===== config.mk =====
export PLATFORM = sky130hd
export DESIGN_NAME = arbiter_rr_n_flat
export DESIGN_NICKNAME = d
export VERILOG_FILES = /design/src/rtl/arbiter_rr_n_if.sv /design/src/rtl/arbiter_rr_n.sv /design/src/flat_wrapper.sv
export SDC_FILE = /design/constraint.sdc
export NUM_CORES = 1
export LEC_CHECK = 0
export CORE_AREA = 2 2 39 41
export DETAILED_ROUTE_END_ITERATION = 12
export DIE_AREA = 0 0 41 43
export PLACE_DENSITY = 0.71
export SLEW_MARGIN = 10
export SYNTH_ARGS = -nofsm -noshare
export SYNTH_HDL_FRONTEND = slang
export SYNTH_SLANG_ARGS = --single-unit

===== constraint.sdc =====
create_clock -name clk -period 4.6 [get_ports clk]
set_clock_uncertainty 0.2 [all_clocks]
set_input_delay 0.69 -clock clk [delete_from_list [all_inputs] [get_ports clk]]
set_output_delay 0.69 -clock clk [all_outputs]
set_load 0.02 [all_outputs]

===== src/rtl/arbiter_rr_n_if.sv =====
// Request/grant bundle shared between the requesters and the round-robin arbiter.
// The lock wire exists only when ARB_RR_LOCK_EN is defined.
interface arbiter_rr_n_if #(
    parameter int N = 3
);
    localparam int IDW = (N > 1) ? $clog2(N) : 1;

    logic [N-1:0]   req;
`ifdef ARB_RR_LOCK_EN
    logic           lock;
`endif
    logic [N-1:0]   gnt;
    logic           gnt_valid;
    logic [IDW-1:0] gnt_id;

    // Requester side: drives requests, observes the grant.
    modport master (
        input  gnt,
        input  gnt_valid,
        input  gnt_id,
        output req
`ifdef ARB_RR_LOCK_EN
        , output lock
`endif
    );

    // Arbiter side: samples requests, drives the registered grant.
    modport slave (
        output gnt,
        output gnt_valid,
        output gnt_id,
        input  req
`ifdef ARB_RR_LOCK_EN
        , input  lock
`endif
    );
endinterface


===== src/rtl/arbiter_rr_n.sv =====
// N-way round-robin arbiter with a bounded grant tenure.
// The owner keeps the grant while it requests, for at most MAX_HOLD cycles
// (MAX_HOLD = 0 means unlimited); then the scan moves on starting after the
// most recent owner. Grant, valid and owner index are all registered.
// Optional feature: define ARB_RR_LOCK_EN to add a lock input that lets the
// current owner keep the grant beyond MAX_HOLD.
module arbiter_rr_n #(
    parameter int N        = 3,
    parameter int MAX_HOLD = 4
) (
    input  logic           clk,
    input  logic           rst,
    arbiter_rr_n_if.slave  bus
);
    localparam int IDW = (N > 1) ? $clog2(N) : 1;
    localparam int HCW = (MAX_HOLD > 1) ? $clog2(MAX_HOLD) : 1;
    localparam logic [HCW-1:0] HOLD_LIM = (MAX_HOLD > 0) ? HCW'(MAX_HOLD - 1) : '0;
    localparam logic [IDW:0]   N_EXT    = (IDW + 1)'(N);
    localparam logic [N-1:0]   ONE      = {{(N - 1){1'b0}}, 1'b1};

    logic [N-1:0]   gnt_q;
    logic           gnt_valid_q;
    logic [IDW-1:0] gnt_id_q;
    logic [HCW-1:0] hold_cnt;
    logic [IDW-1:0] last_owner;

    logic           lock_in;
    logic           owner_req;
    logic           under_limit;
    logic           keep;
    logic           found;
    logic [IDW-1:0] scan_id;
    logic [IDW:0]   scan_sum;

`ifdef ARB_RR_LOCK_EN
    assign lock_in = bus.lock;
`else
    assign lock_in = 1'b0;
`endif

    // Decide between keeping the current owner and scanning for the next one;
    // the scan index is one bit wider so last_owner + N cannot overflow.
    always_comb begin
        owner_req   = gnt_valid_q && bus.req[gnt_id_q];
        under_limit = (MAX_HOLD == 0) || (hold_cnt < HOLD_LIM);
        keep        = owner_req && (under_limit || lock_in);
        found       = 1'b0;
        scan_id     = '0;
        scan_sum    = '0;
        for (int k = 1; k <= N; k++) begin
            scan_sum = {1'b0, last_owner} + (IDW + 1)'(k);
            if (scan_sum >= N_EXT) begin
                scan_sum = scan_sum - N_EXT;
            end
            if (!found && bus.req[scan_sum[IDW-1:0]]) begin
                found   = 1'b1;
                scan_id = scan_sum[IDW-1:0];
            end
        end
    end

    // Grant state: keep and extend the tenure, hand over to the scanned
    // requester, or go idle while remembering who owned the resource last.
    always_ff @(posedge clk or negedge rst) begin
        if (!rst) begin
            gnt_q       <= '0;
            gnt_valid_q <= 1'b0;
            gnt_id_q    <= '0;
            hold_cnt    <= '0;
            last_owner  <= IDW'(N - 1);
        end else if (keep) begin
            if (hold_cnt < HOLD_LIM) begin
                hold_cnt <= hold_cnt + 1'b1;
            end
        end else if (found) begin
            gnt_q       <= ONE << scan_id;
            gnt_valid_q <= 1'b1;
            gnt_id_q    <= scan_id;
            last_owner  <= scan_id;
            hold_cnt    <= '0;
        end else begin
            gnt_q       <= '0;
            gnt_valid_q <= 1'b0;
            gnt_id_q    <= '0;
            hold_cnt    <= '0;
        end
    end

    assign bus.gnt       = gnt_q;
    assign bus.gnt_valid = gnt_valid_q;
    assign bus.gnt_id    = gnt_id_q;
endmodule

===== src/flat_wrapper.sv =====
// flat-port wrapper written by rule: the top's interface ports become plain ports
module arbiter_rr_n_flat 
#(
    parameter int N        = 3,
    parameter int MAX_HOLD = 4
)
  (clk, rst, bus_gnt, bus_gnt_valid, bus_gnt_id, bus_req);
  arbiter_rr_n_if #(.N(N)) bus_i ();
  input  logic clk;
  input  logic rst;
  output wire logic [$bits(bus_i.gnt)-1:0] bus_gnt;
  output wire logic [$bits(bus_i.gnt_valid)-1:0] bus_gnt_valid;
  output wire logic [$bits(bus_i.gnt_id)-1:0] bus_gnt_id;
  input wire logic [$bits(bus_i.req)-1:0] bus_req;
  assign bus_gnt = bus_i.gnt;
  assign bus_gnt_valid = bus_i.gnt_valid;
  assign bus_gnt_id = bus_i.gnt_id;
  assign bus_i.req = bus_req;
  arbiter_rr_n #(.N(N), .MAX_HOLD(MAX_HOLD)) u_core (.clk(clk), .rst(rst), .bus(bus_i));
endmodule

[Yosys cells after proc, flatten, opt, wreduce, memory -nomap -nowiden]
Index checks and enable logic that the tools add are counted.
Cells by class
  eq/ne operators: 1
  add/subtract/negate cells: 7
  reduce and logical (&&, ||, !) cells: 7
  multipliers: 0
  $lt $le $gt $ge: 8
  div/mod/pow operators: 0
  shift operators: 1
  mux-type cells: 22
  bitwise logic cells: 1
Operator list (number)
  2-to-1 mux 2 bit: 9
  < comparator 2 x 3 -> 1 bit, second input constant: 4
  greater-or-equal comparator 3 x 2 -> 1 bit, second input constant: 3
  binary-select mux 1 bit (select 2 bit): 4
  2-to-1 mux 1 bit: 8
  adder 2 x 2 -> 3 bit, second input constant: 2
  subtractor 2 bit, second input constant: 3
  logical AND 1 bit: 4
  adder 2 x 1 -> 3 bit, second input constant: 1
  2-to-1 mux 3 bit: 1
  left shift 1 x 2 -> 3 bit, first input constant: 1
  adder 2 x 1 -> 2 bit, second input constant: 1
  logical NOT 1 bit: 2
  < comparator 2 bit, second input constant: 1
  inequality test 2 x 1 -> 1 bit, second input constant: 1
  AND reduction 2 bit: 1
  NOT 1 bit: 1
Storage, ports and cells
  memories kept: 0
  logic and storage cells: 52
  output and inout bits: 6
  latch bits: 0
  bits in read-only memories: 0
  register bits after elaboration: 10
  memory bits (writable): 0

[Depth between registers and ports, before layout]
  word-level depth: 14
  mapped depth: 8
  depth with buffers taken out: 7

[Worst setup path before layout]
Ideal clock, no wire load.
  kind: reg-to-reg
  start: register u_core.last_owner[1]
  end: register u_core.gnt_valid_q (netlist: u_core.bus.gnt_valid)
  path buffers: 1
  data required time: 4.269 ns
  clock period less this slack: 2.145 ns
  data arrival time: 1.814 ns
  slack: 2.455 ns
  cell stages (with the launch flop): 8
  path through: dfstp_2 -> inv_1 -> ha_1 -> buf_6 -> mux2i_1 -> o32ai_2 -> o21bai_4 -> or3_1
On the way
  cells in the longest elaborated chain, start to end: 13
  elaborated cells on any way between the ends: 26
Ends and longest elaborated chain
  start, declared: RTL line arbiter_rr_n.sv:25  | logic [IDW-1:0] last_owner;
  start signal, assigned: RTL line arbiter_rr_n.sv:70  | last_owner <= IDW'(N - 1);
  start signal, assigned: RTL line arbiter_rr_n.sv:79  | last_owner <= scan_id;
  adder 2 x 1 -> 3 bit: RTL line arbiter_rr_n.sv:51  | scan_sum = {1'b0, last_owner} + (IDW + 1)'(k);
  greater-or-equal comparator 3 x 2 -> 1 bit or subtractor 2 bit (tied branches): RTL line arbiter_rr_n.sv:52, arbiter_rr_n.sv:53
  2-to-1 mux 2 bit: RTL line arbiter_rr_n.sv:52  | if (scan_sum >= N_EXT) begin
  binary-select mux 1 bit (select 2 bit): RTL line arbiter_rr_n.sv:55  | if (!found && bus.req[scan_sum[IDW-1:0]]) begin
  2-to-1 mux 1 bit (implied by the code): RTL line arbiter_rr_n.sv:55
  2-to-1 mux 1 bit: RTL line arbiter_rr_n.sv:55
  logical NOT 1 bit: RTL line arbiter_rr_n.sv:55
  logical AND 1 bit: RTL line arbiter_rr_n.sv:55
  2-to-1 mux 1 bit: RTL line arbiter_rr_n.sv:55
  logical NOT 1 bit: RTL line arbiter_rr_n.sv:55
  logical AND 1 bit: RTL line arbiter_rr_n.sv:55
  2-to-1 mux 1 bit *: RTL line arbiter_rr_n.sv:55
  2-to-1 mux 1 bit *: RTL line arbiter_rr_n.sv:75  | end else if (found) begin
  end signal, assigned: RTL line arbiter_rr_n.sv:67  | gnt_valid_q <= 1'b0;
  end signal, assigned: RTL line arbiter_rr_n.sv:77  | gnt_valid_q <= 1'b1;
  end signal, assigned: RTL line arbiter_rr_n.sv:83  | gnt_valid_q <= 1'b0;
  end, declared: RTL line arbiter_rr_n.sv:22  | logic gnt_valid_q;
Mark *: on every way between the ends. The rest lies on a longest branch, timed or not. The select of a mux whose other input is x is not followed.
A chain may end at the register's enable or synchronous reset.

[Worst setup path after layout]
Same ends and word-level chain as after synthesis.

==> impl_metrics.json <==
{
  "slew_viol_final": 0,
  "grt_pass1_wl_mm": 1.86,
  "die_x_microns": 41,
  "multi_input_area_sq_um": 350,
  "yosysSeqAreaShare_pct": 39.8,
  "hpwl_microns": 897,
  "utilization_pct": 56.1,
  "grtUsageTotal_pct": 15.7,
  "numCtsBuffers": 3,
  "worst_setup_path_start_kind": "flop",
  "clock-sinks": 10,
  "synth.area.top_cells": "dfrtp_1 (36%), ha_1 (7.9%), mux2i_1 (4.8%)",
  "dieArea_sq_um": 1760,
  "antenna_found_initial": 0,
  "period_needed_ns": 2.40,
  "drtIter0Drc": 10,
  "crit_arrival_ns": 2.34,
  "grt_max_degree": 13,
  "via_count": 479,
  "top_layer_used": "met4",
  "cts_tree": "built",
  "yosysWarnings": 0,
  "die_h_microns": 43,
  "firstDrtPassIters": 2,
  "p_per_area_nw_per_um2": 728,
  "worstSkewPairLatency_ns": 0.26,
  "clockRootBuffer": "clkbuf_4",
  "routedWlPerCell_microns": 12.8,
  "max_freq_ghz": 0.416,
  "end_kind": "flop",
  "globalplace.congestion": 0.773,
  "cts_resized": 0,
  "critical_path_class": "reg2reg",
  "top_level_ports": 11,
  "period_share_pct": 52.2,
  "power_uw": 566,
  "vias_per_cell": 5.21,
  "syn_area_sq_um": 632,
  "synth.top_cell.area_share_pct": 35.6,
  "route.met3.wl_microns": 43,
  "setup_tns_ns": 0,
  "synth_fp_nets": 72,
  "status": "completed",
  "drcViolationCount": 0,
  "path_clk_slew_ns": 0.06,
  "path_max_fanout": 12,
  "rsz0062_at_grt": "no",
  "layout-drive-gt1-share_pct": 11.8,
  "peakVddDrop_mv": 0.341,
  "drt-total-wl_mm": 1.18,
  "grt_pass1_vias": 449,
  "syn_to_final_growth_pct": 23.0,
  "hold_ws_ns": 0.228,
  "antenna_cells": 0,
  "hp-class": "reg2reg",
  "cap_violations": 0,
  "cts_hold_buf": 0,
  "post_cts_buffers": 0,
  "synth_seq_cells": 10,
  "synth_area_leader_cell": "dfrtp_1",
  "regArea_sq_um": 251,
  "start_util_pct": 45.7,
  "avgSynthCellArea_sq_um": 10.0,
  "relSlewSlack_pct": 71.6,
  "wl_met2_microns": 521,
  "final_hold_viol_count": 0,
  "fillers": 125,
  "portBuffers": 10,
  "clk_path_buf_depth": 2,
  "tightest_slew_ns": 0.424,
  "wl_met1_microns": 585,
  "rows": 14,
  "layout.nets": 86,
  "grt_overflow": 0,
  "required_ns": 4.54,
  "htreeDepth": 1,
  "ys_types": 27,
  "leakage_nw": 0.351,
  "synthCells": 63,
  "core_area_sq_um": 1380,
  "setup_viol": 0,
  "ant_nets": 0
}
cell usage in the layout, fill, tap and decap left out:
cell	count
mux2i_1	3
and2_1	2
nand2b_1	1
nor4b_1	1
o21ai_0	5
nand4_1	1
clkbuf_4	3
or3_1	2
dfstp_2	1
o21ai_1	1
and4_1	1
nor4_1	1
nor2_1	4
a21oi_1	3
o32ai_2	1
inv_1	5
o22ai_1	1
a21o_1	4
o21bai_4	1
clkbuf_8	1
ha_1	4
a22o_1	1
and3_4	1
a31oi_1	1
dfrtp_1	9
nor2b_1	4
clkdlybuf4s50_1	10
mux2_2	1
nand3_1	3
routing by layer:
metal | vias to the layer above | global-route usage [%]
met5 | - | 0
met4 | 0 | 10.0
met1 | 210 | 22.4
met3 | 2 | 1.57
li1 | 258 | -
met2 | 9 | 21.9
cells by family after synthesis:
family          share of synthesized area (%)
compound gates                           20.8
simple gates                             20.2
mux                                      6.53
flops                                    39.8
fa+ha+maj                                7.92
buf+inv                                  4.75
per-stage QoR:
stage,cells,worst slack (ns),instance area (sq um)
3_5_place_dp,88,2.10,741
2_1_floorplan,63,2.45,632
6_report,92,2.20,777
5_1_grt,92,2.08,777
3_3_place_gp,88,2.11,741
4_1_cts,92,2.20,777
path summary, 6_finish.rpt:
check / startpoint / to / slack, ns / cells past startpoint
setup / recovery: u_core.last_owner[1] / u_core.bus.gnt_valid / 2.20 / 6
hold / removal: u_core.hold_cnt[0] / u_core.hold_cnt[0] / 0.23 / 1
setup reg to reg: u_core.last_owner[1] / u_core.bus.gnt_valid / 2.20 / 6
hold reg to reg: u_core.hold_cnt[0] / u_core.hold_cnt[0] / 0.23 / 1
max in group asynchronous: rst / u_core.last_owner[1] / 3.35 / 1
min in group asynchronous: rst / u_core.bus.gnt_id[1] / 0.53 / 1
synth_stat cells:
cell type	count
or3_1	2
buf_6	1
nor2b_1	4
o22ai_1	1
o21ai_1	1
dfrtp_1	9
mux2i_1	3
mux2_2	1
a22o_1	1
and4_1	1
nand2b_1	1
o21ai_0	5
nand4_1	1
and3_4	1
inv_1	5
and2_1	2
dfstp_2	1
nor4b_1	1
nor2_1	4
o21bai_4	1
nor4_1	1
o32ai_2	1
ha_1	4
a21o_1	4
a21oi_1	3
a31oi_1	1
nand3_1	3
power breakdown:
group          switching [mW]  internal, mW  leakage [nW]
Combinational           0.178         0.156         0.209
Clock                  0.0300        0.0481        0.0210
Sequential             0.0263         0.128         0.121
Total                   0.234         0.332         0.351
final cells by class:
| type | instances | share of cell area, % |
|---|---|---|
| tap | 16 | 2.58 |
| inverter | 5 | 2.42 |
| clock buffer | 4 | 4.67 |
| multi-input combinational | 47 | 45.1 |
| sequential | 10 | 32.4 |
| timing repair buffer | 10 | 12.9 |
worst max-delay path, stage by stage (launching register included):
cell      delay, ns
dfstp_2        0.54
inv_1          0.05
ha_1           0.51
mux2i_1        0.30
o32ai_2        0.13
o21bai_4       0.20
or3_1          0.35
flip-flops by register name, summed over array words and instances, names as in the netlist:
name,flops
u_core.hold_cnt,2
u_core.last_owner,2
u_core.bus.gnt_id,2
u_core.bus.gnt,3
u_core.bus.gnt_valid,1
Note: power is estimated with default switching activity, not from simulation.
